`src/rtl/keypad_scanner.sv`:
```
// 4x4 membrane keypad scanner: synchronises the scan strobe and columns, walks
// the rows once per strobe, and debounces whole frames into one code per press.
module keypad_scanner #(
  parameter int unsigned DEBOUNCE_FRAMES = 4
) (
  input  logic       clk_in,
  input  logic       rst,
  input  logic       clk_div,
  input  logic [3:0] col_in,
  output logic [3:0] row_out,
  output logic       key_valid,
  output logic [3:0] key_code,
  output logic       key_held
);

  localparam logic [3:0] DF = 4'(DEBOUNCE_FRAMES);

  typedef enum logic [1:0] {
    IDLE     = 2'd0,
    DEBOUNCE = 2'd1,
    HELD     = 2'd2,
    RELEASE  = 2'd3
  } state_t;

  logic        div_s1_q, div_s1_d;
  logic        div_s2_q, div_s2_d;
  logic        div_s3_q, div_s3_d;
  logic        tick_q, tick_d;
  logic [3:0]  col_s1_q, col_s1_d;
  logic [3:0]  col_s2_q, col_s2_d;
  logic [1:0]  row_idx_q, row_idx_d;
  logic [3:0]  row_out_q, row_out_d;
  logic [15:0] frame_q, frame_d;
  logic        frame_done_q, frame_done_d;
  state_t      state_q, state_d;
  logic [3:0]  cnt_q, cnt_d;
  logic [3:0]  cand_q, cand_d;
  logic        key_valid_q, key_valid_d;
  logic [3:0]  key_code_q, key_code_d;
  logic        key_held_q, key_held_d;

  logic [4:0]  ones_s;
  logic [3:0]  idx_s;
  logic        none_s;
  logic        one_s;
  logic [3:0]  cnt_inc_s;
  logic        accept_s;
  logic        release_s;

  // State register: every flop in the block.
  always_ff @(posedge clk_in or posedge rst) begin
    if (rst) begin
      div_s1_q     <= 1'b0;
      div_s2_q     <= 1'b0;
      div_s3_q     <= 1'b0;
      tick_q       <= 1'b0;
      col_s1_q     <= 4'b0000;
      col_s2_q     <= 4'b0000;
      row_idx_q    <= 2'd0;
      row_out_q    <= 4'b1110;
      frame_q      <= 16'h0000;
      frame_done_q <= 1'b0;
      state_q      <= IDLE;
      cnt_q        <= 4'd0;
      cand_q       <= 4'd0;
      key_valid_q  <= 1'b0;
      key_code_q   <= 4'd0;
      key_held_q   <= 1'b0;
    end else begin
      div_s1_q     <= div_s1_d;
      div_s2_q     <= div_s2_d;
      div_s3_q     <= div_s3_d;
      tick_q       <= tick_d;
      col_s1_q     <= col_s1_d;
      col_s2_q     <= col_s2_d;
      row_idx_q    <= row_idx_d;
      row_out_q    <= row_out_d;
      frame_q      <= frame_d;
      frame_done_q <= frame_done_d;
      state_q      <= state_d;
      cnt_q        <= cnt_d;
      cand_q       <= cand_d;
      key_valid_q  <= key_valid_d;
      key_code_q   <= key_code_d;
      key_held_q   <= key_held_d;
    end
  end

  // Synchronisers, strobe edge detect and row walk; tick is registered so it
  // lands three cycles after the strobe edge at the pin.
  always_comb begin
    div_s1_d     = clk_div;
    div_s2_d     = div_s1_q;
    div_s3_d     = div_s2_q;
    tick_d       = div_s2_q & ~div_s3_q;
    col_s1_d     = col_in;
    col_s2_d     = col_s1_q;
    row_idx_d    = row_idx_q;
    frame_d      = frame_q;
    frame_done_d = 1'b0;
    if (tick_q) begin
      frame_d[{row_idx_q, 2'b00} +: 4] = ~col_s2_q;
      row_idx_d    = row_idx_q + 2'd1;
      frame_done_d = (row_idx_q == 2'd3);
    end else begin
      frame_done_d = 1'b0;
    end
    row_out_d = ~(4'b0001 << row_idx_d);
  end

  // Frame classification: count of pressed keys and index of the last one found.
  always_comb begin
    ones_s = 5'd0;
    idx_s  = 4'd0;
    for (int i = 0; i < 16; i++) begin
      if (frame_q[i]) begin
        ones_s = ones_s + 5'd1;
        idx_s  = 4'(i);
      end else begin
        ones_s = ones_s;
      end
    end
    none_s    = (ones_s == 5'd0);
    one_s     = (ones_s == 5'd1);
    cnt_inc_s = (cnt_q >= DF) ? DF : (cnt_q + 4'd1);
  end

  // Next-state: press and release debouncing, advanced once per completed frame.
  always_comb begin
    state_d   = state_q;
    cnt_d     = cnt_q;
    cand_d    = cand_q;
    accept_s  = 1'b0;
    release_s = 1'b0;
    if (frame_done_q) begin
      case (state_q)
        IDLE: begin
          if (one_s) begin
            cand_d = idx_s;
            if (DF <= 4'd1) begin
              accept_s = 1'b1;
            end else begin
              cnt_d   = 4'd1;
              state_d = DEBOUNCE;
            end
          end else begin
            state_d = IDLE;
          end
        end
        DEBOUNCE: begin
          if (one_s && (idx_s == cand_q)) begin
            if (cnt_inc_s >= DF) begin
              accept_s = 1'b1;
            end else begin
              cnt_d = cnt_inc_s;
            end
          end else if (one_s) begin
            cand_d = idx_s;
            cnt_d  = 4'd1;
          end else begin
            state_d = IDLE;
            cnt_d   = 4'd0;
          end
        end
        HELD: begin
          if (none_s) begin
            if (DF <= 4'd1) begin
              release_s = 1'b1;
            end else begin
              cnt_d   = 4'd1;
              state_d = RELEASE;
            end
          end else begin
            state_d = HELD;
          end
        end
        RELEASE: begin
          if (none_s) begin
            if (cnt_inc_s >= DF) begin
              release_s = 1'b1;
            end else begin
              cnt_d = cnt_inc_s;
            end
          end else begin
            state_d = HELD;
          end
        end
        default: begin
          state_d = IDLE;
          cnt_d   = 4'd0;
        end
      endcase
    end else begin
      state_d = state_q;
    end
    if (accept_s) begin
      state_d = HELD;
      cnt_d   = 4'd0;
    end else if (release_s) begin
      state_d = IDLE;
      cnt_d   = 4'd0;
    end else begin
      cnt_d = cnt_d;
    end
  end

  // Outputs: registered pulse, latched code and held flag.
  always_comb begin
    key_valid_d = accept_s;
    key_code_d  = key_code_q;
    key_held_d  = key_held_q;
    if (accept_s) begin
      key_code_d = cand_d;
      key_held_d = 1'b1;
    end else if (release_s) begin
      key_held_d = 1'b0;
    end else begin
      key_held_d = key_held_q;
    end
  end

  assign row_out   = row_out_q;
  assign key_valid = key_valid_q;
  assign key_code  = key_code_q;
  assign key_held  = key_held_q;

endmodule
```
`config.mk`:
```
export PLATFORM = sky130hd
export DESIGN_NAME = keypad_scanner
export DESIGN_NICKNAME = d
export VERILOG_FILES = /design/src/rtl/keypad_scanner.sv
export SDC_FILE = /design/constraint.sdc
export NUM_CORES = 1
export LEC_CHECK = 0
export CAP_MARGIN = 20
export CORE_ASPECT_RATIO = 1.25
export CORE_MARGIN = 3
export CORE_UTILIZATION = 40
export DETAILED_ROUTE_END_ITERATION = 16
export PLACE_DENSITY = 0.68
export REMOVE_ABC_BUFFERS = 1
export SLEW_MARGIN = 20
export SYNTH_ARGS = -nofsm -noshare
export SYNTH_HDL_FRONTEND = slang
export SYNTH_SLANG_ARGS = --single-unit
export TNS_END_PERCENT = 5
```
`constraint.sdc`:
```
create_clock -name clk_in -period 9.28 [get_ports clk_in]
set_input_delay 1.392 -clock clk_in [delete_from_list [all_inputs] [get_ports clk_in]]
set_output_delay 1.392 -clock clk_in [all_outputs]
set_load 0.01 [all_outputs]
```
==> results of run 1 <==
==> metrics by stage <==
step           instance area, um^2   util  cells
3_5_place_dp                  4520  0.463    581
6_report                      5260  0.538    614
2_1_floorplan                 3950      -    406
5_1_grt                       5260  0.538    614
3_3_place_gp                  4520  0.463    581
4_1_cts                       4960  0.508    607
==> cells in the final DEF (no fill, tap or decap), types with 9 or more instances in the layout <==
cell type and count:
a21oi_1 13, buf_4 55, clkdlybuf4s50_1 16, dfrtp_1 48, ha_1 9, ha_4 10, inv_1 18, nand2_1 49
nor2_1 28, xnor2_1 24, xor2_1 10
==> final timing paths <==
path / start / end / cells past startpoint / slack (ns)
worst max-delay path: frame_q[0] / key_code[1] / 53 / 0.27
worst min-delay path: col_s1_q[3] / col_s2_q[3] / 0 / 0.35
worst max register to register: frame_q[0] / key_code[1] / 53 / 0.27
worst min register to register: col_s1_q[3] / col_s2_q[3] / 0 / 0.35
max in group asynchronous: rst / frame_q[12] / 2 / 7.23
min in group asynchronous: rst / frame_q[15] / 2 / 1.56
==> layer usage <==
| layer | GRT usage | vias up | wire length [um] |
|---|---|---|---|
| met5 | 0 | - | 0 |
| met4 | 0.0569 | 0 | 231 |
| met3 | 0.0140 | 17 | 198 |
| met2 | 0.281 | 63 | 4790 |
| met1 | 0.196 | 1589 | 3740 |
| li1 | - | 1622 | - |
==> kinds of logic (layout without fill, tap and decap cells) <==
kind of cell | count (synthesis) | in the layout | share of synthesized area
fa+ha+maj | 21 | 21 | 0.0650
buf+inv | 44 | 108 | 0.0473
flops | 51 | 51 | 0.317
compound gates | 89 | 89 | 0.165
xor+xnor | 58 | 58 | 0.178
mux | 15 | 15 | 0.0439
simple gates | 146 | 146 | 0.184
==> area by class of cell <==
cell class                 instances  area, um^2
fill                             819        4500
multi-input combinational        329        2940
sequential                        51        1280
timing repair buffer              74         607
tap                              126         158
clock buffer                       6         129
inverter                          26         104
clock inverter                     2        38.8
==> registers in the layout, summed over array words and instances (netlist names) <==
register and flops:
col_s2_q 4, frame_q 16, div_s2_q 1, div_s3_q 1, frame_done_q 1, row_out 4, cnt_q 4, tick_q 1
div_s1_q 1, cand_q 4, key_code 4, col_s1_q 4, state_q 2, key_held 1, row_idx_q 2, key_valid 1
==> timing repair <==
item | CTS | global route
buffers inserted | 18 | 8
resized for setup | 32 | 46
endpoints found under the setup margin | 16 | 16
hold buffers | 0 | 0
pin swaps | 19 | 31
==> impl_metrics.yaml, run 1 <==
cells_and_area:
  areaGrowthSynthToFinish_pct: 30.0
  final_nets: 515
  layout-drive-gt1-share: 0.330
  diodes: 0
sta:
  period_needed_ns: 9.01
  clock.fmax_mhz: 111
  tightestPinTransition_ns: 1.13
  slew_headroom: 0.236
  slew_violations: 0
  worst_slack_ns: 0.272
  skew_ns: 0.00659
  hold_violations: 0
  finalSetupViolations: 0
  finalSetupTns_ns: 0
  hold_ws_ns: 0.348
  finalCritPeriodShare: 0.971
drt:
  drtAntennaViolNets: 0
  dr.first_iter.drc_count: 167
  routed_wl_um: 8960
  via_count: 3291
  drc: 0
  drt_pass1_iterations: 4
  viasPerCell: 5.36
  wl_per_cell_um: 14.6
clock_tree:
  clock_sink_count: 51
  htree_num_levels: 2
  clkLatencyLatePin_ns: 0.29
  path_clk_slew_ns: 0.07
  tritoncts: "done"
  max-clock-path-buffers: 2
  cts_root_buffer: "clkbuf_16"
  cts_buffers: 5
grt:
  grt_max_degree: 52
  antenna_found_initial: 0
  grt_pass1_wl_um: 14600
  track_usage: 0.158
  grt_overflow_total: 0
  grt_pass1_vias: 3212
logic_synthesis:
  synth_area_leaders: "dfrtp_1 (30%), ha_1 (6.5%), xnor2_1 (5.8%)"
  synth.avg_cell_area_um2: 9.54
  async_flop_share: 1.00
  synth-main-ff-cell: "dfrtp_1"
  synth_cell_type_count: 78
  netlist.area_leader.share: 0.297
  yosys.area.top_type: "dfrtp_1"
  syn_area_um2: 4040
  synth-seq-cells: 51
  synth.most_common_cell: "nand2_1"
  synth_cells: 424
  synth-edff-count: 0
  ys_warn_count: 0
  synth_common_cells: "nand2_1 (55), dfrtp_1 (48), nor2_1 (32)"
  yosysSeqAreaShare: 0.317
status:
  status: "finished, final reports clean"
worst_setup_path:
  critical-path-slowest-cell: "dfrtp_1"
  critPathCaptureType: "flop"
  critPathMaxFanout: 6
  critPathKind: "flop to flop"
  slowest_delay_ns: 0.40
  cp-start-kind: "flop"
  arrival_ns: 9.18
  crit_buf_inv: 12
  worstPathRequired_ns: 9.45
  cpLargestDelayFamily: "adder cells"
floorplanning:
  dieArea_um2: 11400
  die_x_um: 95.9
  fp.dieH_um: 118
  row_count: 40
  ios: 17
  start_util: 0.414
  core_area_um2: 9760
place:
  dp_hpwl_um: 6290
  place_ws_ns: -0.381
  gp_congestion: 0.842
  portBuffers: 16
worst_hold_path:
  hp-class: "flop to flop"
flow_run:
  cap_viol_max_count: 0
Power of run 1 is left out: the tool's default activity adds up to more than one toggle a clock period on the data nets, which glitch-free logic cannot reach.
==> run 2: changes to the inputs <==
--- a/config.mk
+++ b/config.mk
@@ -10,6 +10,7 @@
 export CORE_MARGIN = 3
 export CORE_UTILIZATION = 40
 export DETAILED_ROUTE_END_ITERATION = 16
+export MAX_ROUTING_LAYER = met4
 export PLACE_DENSITY = 0.68
 export REMOVE_ABC_BUFFERS = 1
 export SLEW_MARGIN = 20
==> impl_metrics.yaml, run 2 (same netlist as run 1, synthesis figures left out) <==
grt:
  grt_pass1_vias: 3209
  antenna_found_initial: 0
  track_usage: 0.163
  grt_max_degree: 52
  grt_overflow_total: 0
  grt_pass1_wl_um: 14600
worst_setup_path:
  cp-start-kind: "flop"
  critPathMaxFanout: 6
  slowest_delay_ns: 0.40
  critPathCaptureType: "flop"
  worstPathRequired_ns: 9.45
  regToRegStartpoint: "frame_q[0]"
  arrival_ns: 9.18
  crit_start: "frame_q[0]"
  critical-path-slowest-cell: "dfrtp_1"
  rr_endpoint: "key_code[1]"
  r2r_slack_ns: 0.28
  ff2ff_path_depth: 53
  critPathKind: "flop to flop"
cells_and_area:
  final_common_cell: "buf_4"
  n_fill_cell: 819
  final_cell_mix: "buf_4 (55), nand2_1 (49), dfrtp_1 (48), nor2_1 (28), xnor2_1 (24)"
  final_core_util: 0.538
  areaGrowthSynthToFinish_pct: 30.0
  regMostFlops: "frame_q"
  layout-drive-gt1-share: 0.330
  final_area_um2: 5260
  largest_reg_flops: 16
  final_nets: 515
  diodes: 0
worst_hold_path:
  whs_path_depth: 0
  hold_start: "col_s1_q[3]"
  min_to: "col_s2_q[3]"
  hp-class: "flop to flop"
sta:
  clock.fmax_mhz: 111
  skew_ns: 0.00736
  period_needed_ns: 9.00
  hold_ws_ns: 0.347
  hold_violations: 0
  finalSetupViolations: 0
  slew_headroom: 0.242
  slew_violations: 0
  tightestPinTransition_ns: 1.13
  finalCritPeriodShare: 0.970
place:
  portBuffers: 16
  place_area_um2: 4520
  gp_congestion: 0.855
  dp_hpwl_um: 6290
floorplanning:
  fp.dieH_um: 118
  ios: 17
  core_area_um2: 9760
  dieArea_um2: 11400
  row_count: 40
  die_x_um: 95.9
  start_util: 0.414
drt:
  via_count: 3281
  drt_pass1_iterations: 5
  viasPerCell: 5.34
  drc: 0
  dr.first_iter.drc_count: 192
  routed_wl_um: 8970
  drtAntennaViolNets: 0
  wl_per_cell_um: 14.6
clock_tree:
  cts_root_buffer: "clkbuf_16"
  max-clock-path-buffers: 2
  htree_num_levels: 2
  path_clk_slew_ns: 0.07
  tritoncts: "done"
  cts_buffers: 5
  clkLatencyLatePin_ns: 0.29
  clock_sink_count: 51
flow_run:
  cap_viol_max_count: 0
status:
  status: "finished, final reports clean"
run 2: cell counts in the layout (fill, tap and decap cells not counted):
Identical to the previous run, type by type.
run 2: through the flow:
| step | instances | worst slack [ns] | setup TNS (ns) |
|---|---|---|---|
| 3_5_place_dp | 581 | -0.381 | -4.83 |
| 4_1_cts | 607 | 0.0333 | 0 |
| 6_report | 614 | 0.278 | 0 |
| 2_1_floorplan | 406 | -0.166 | -1.05 |
| 3_3_place_gp | 581 | -0.185 | -1.82 |
| 5_1_grt | 614 | -0.136 | -1.07 |
run 2: repair_timing:
action	4_1_cts	5_1_grt
pin swaps	19	31
cloned	0	0
buffers inserted	18	8
setup endpoints to repair	16	16
hold buffers	0	0
gates resized for setup	32	46
run 2: final cells by class:
class                           instances  area, um^2  share of cell area
Multi-Input combinational cell        329        2940               0.559
Clock buffer                            6         129              0.0245
Clock inverter                          2        38.8             0.00738
Tap cell                              126         158              0.0300
Inverter                               26         104              0.0198
Sequential cell                        51        1280               0.244
Timing Repair Buffer                   74         607               0.115
run 2: worst max-delay path by stage:
stage	to	depth (start not counted)
after floorplan	key_code[1]	53
after global placement	key_code[1]	53
after detailed placement	key_code[1]	53
after CTS	key_code[1]	53
after global routing	key_code[1]	54
final	key_code[1]	53
run 2: critical path: cells and delay by family (launching register included):
family,cells,cell delay [ns]
adder cells (fa/ha/maj),11,2.59
AND/OR/NAND/NOR,13,1.68
AO/OA/AOI/OAI,11,1.36
buffers and inverters,12,1.29
multiplexers,4,1.18
flip-flops,1,0.40
XOR/XNOR,2,0.39
run 2: per-layer routing:
layer | wire length, um | global-route usage
met1 | 3800 | 0.196
met4 | 182 | 0.0569
met2 | 4840 | 0.281
met3 | 158 | 0.0140
met5 | 0 | -
Power of run 2 is left out for the same reason.
==> run 3: changes to the inputs <==
--- a/config.mk
+++ b/config.mk
@@ -7,7 +7,7 @@
 export LEC_CHECK = 0
 export CAP_MARGIN = 20
 export CORE_ASPECT_RATIO = 1.25
-export CORE_MARGIN = 3
+export CORE_MARGIN = 2
 export CORE_UTILIZATION = 40
 export DETAILED_ROUTE_END_ITERATION = 16
 export MAX_ROUTING_LAYER = met4
==> impl_metrics.yaml, run 3 (same netlist as run 1, synthesis figures left out) <==
status:
  status: "finished, final reports clean"
grt:
  grt_pass1_wl_um: 15400
  grt_max_degree: 52
  grt_overflow_total: 0
  track_usage: 0.180
  grt_pass1_vias: 3365
  antenna_found_initial: 0
drt:
  routed_wl_um: 9480
  viasPerCell: 5.48
  drc: 0
  via_count: 3354
  drt_pass1_iterations: 4
  wl_per_cell_um: 15.5
  drtAntennaViolNets: 0
  dr.first_iter.drc_count: 255
worst_hold_path:
  hp-class: "flop to flop"
  whs_path_depth: 0
floorplanning:
  start_util: 0.406
  ios: 17
  core_area_um2: 9950
  fp.dieH_um: 116
  dieArea_um2: 10900
  row_count: 41
  die_x_um: 93.9
worst_setup_path:
  worst-path-stages: 55
  critPathCaptureType: "flop"
  critical-path-slowest-cell: "dfrtp_1"
  crit_start: "frame_q[0]"
  crit_buf_inv: 7
  ff2ff_path_depth: 55
  r2r_slack_ns: 0.18
  slowest_delay_ns: 0.40
  cpLargestDelayFamily: "adder cells"
  worstPathRequired_ns: 9.45
  setup.worst_path.end: "key_code[1]"
  critPathKind: "flop to flop"
  cpMostUsedCell: "ha_4"
  cp-start-kind: "flop"
  critPathMaxFanout: 6
  rr_endpoint: "key_code[1]"
  regToRegStartpoint: "frame_q[0]"
  arrival_ns: 9.28
sta:
  hold_violations: 0
  clock.fmax_mhz: 110
  period_needed_ns: 9.10
  finalSetupViolations: 0
  rsz0062_at_grt: "true"
  finalCritPeriodShare: 0.981
  slew_headroom: 0.300
  slew_violations: 0
  tightestPinTransition_ns: 1.04
  skew_ns: 0.00764
cells_and_area:
  layout-drive-gt1-share: 0.315
  largest_reg_flops: 16
  diodes: 0
  areaGrowthSynthToFinish_pct: 28.1
  n_fill_cell: 866
  regMostFlops: "frame_q"
  final_common_cell: "buf_4"
  final_area_um2: 5180
  final_cell_mix: "buf_4 (51), nand2_1 (48), dfrtp_1 (48), nor2_1 (29), xnor2_1 (24)"
  final_nets: 510
clock_tree:
  tritoncts: "done"
  htree_num_levels: 2
  clkLatencyLatePin_ns: 0.29
  path_clk_slew_ns: 0.07
  cts_root_buffer: "clkbuf_16"
  max-clock-path-buffers: 2
  hold_buffers: 0
  clock_sink_count: 51
  cts_buffers: 5
place:
  portBuffers: 16
  dp_hpwl_um: 6240
  gp_congestion: 0.830
  place_area_um2: 4490
flow_run:
  cap_viol_max_count: 0
## run 3: cell count changes in the layout (fill, tap and decap cells not counted), moves of 3 or more
cell     delta
o21ai_2     -3
o31ai_2     +3
nor2_4      -3
o31ai_4     -3
buf_4       -4
## run 3: repair_timing
action,in CTS,in global routing
gates cloned,0,0
buffers inserted,19,6
pin swaps,22,27
setup endpoints to repair,16,16
gates resized for setup,30,38
## run 3: stage by stage
| stage | setup slack [ns] | instances | utilization | hold slack (ns) | setup TNS (ns) |
|---|---|---|---|---|---|
| after floorplan | -0.166 | 406 | - | 0.331 | -1.05 |
| after global placement | -0.158 | 580 | 0.451 | 0.332 | -1.35 |
| after detailed placement | -0.504 | 580 | 0.451 | 0.336 | -6.76 |
| after CTS | 0.00415 | 607 | 0.498 | 0.351 | 0 |
| after global routing | -0.227 | 612 | 0.520 | 0.360 | -2.80 |
| final | 0.176 | 612 | 0.520 | 0.351 | 0 |
## run 3: worst min-delay path by stage
stage	end	startpoint
4_1_cts	col_s2_q[1]	col_s1_q[1]
3_5_place_dp	div_s2_q	div_s1_q
5_1_grt	col_s2_q[1]	col_s1_q[1]
6_report	col_s2_q[0]	col_s1_q[0]
2_1_floorplan	col_s2_q[0]	col_s1_q[0]
3_3_place_gp	col_s2_q[3]	col_s1_q[3]
## run 3: layout make-up
cell class                      count  area [um^2]  share of cell area
Multi-Input combinational cell    329         2900               0.560
Sequential cell                    51         1280               0.247
Timing Repair Buffer               69          566               0.109
Tap cell                          129          161              0.0312
Clock buffer                        5          125              0.0242
Inverter                           26          101              0.0196
Clock inverter                      3         43.8             0.00845
## run 3: metal layers
metal,global-route usage,part of all wire,vias up
met4,0.0628,0.023,0
met5,-,0,-
li1,-,-,1614
met1,0.204,0.40,1653
met3,0.0200,0.027,16
met2,0.329,0.55,71
Power of run 3 is left out for the same reason.
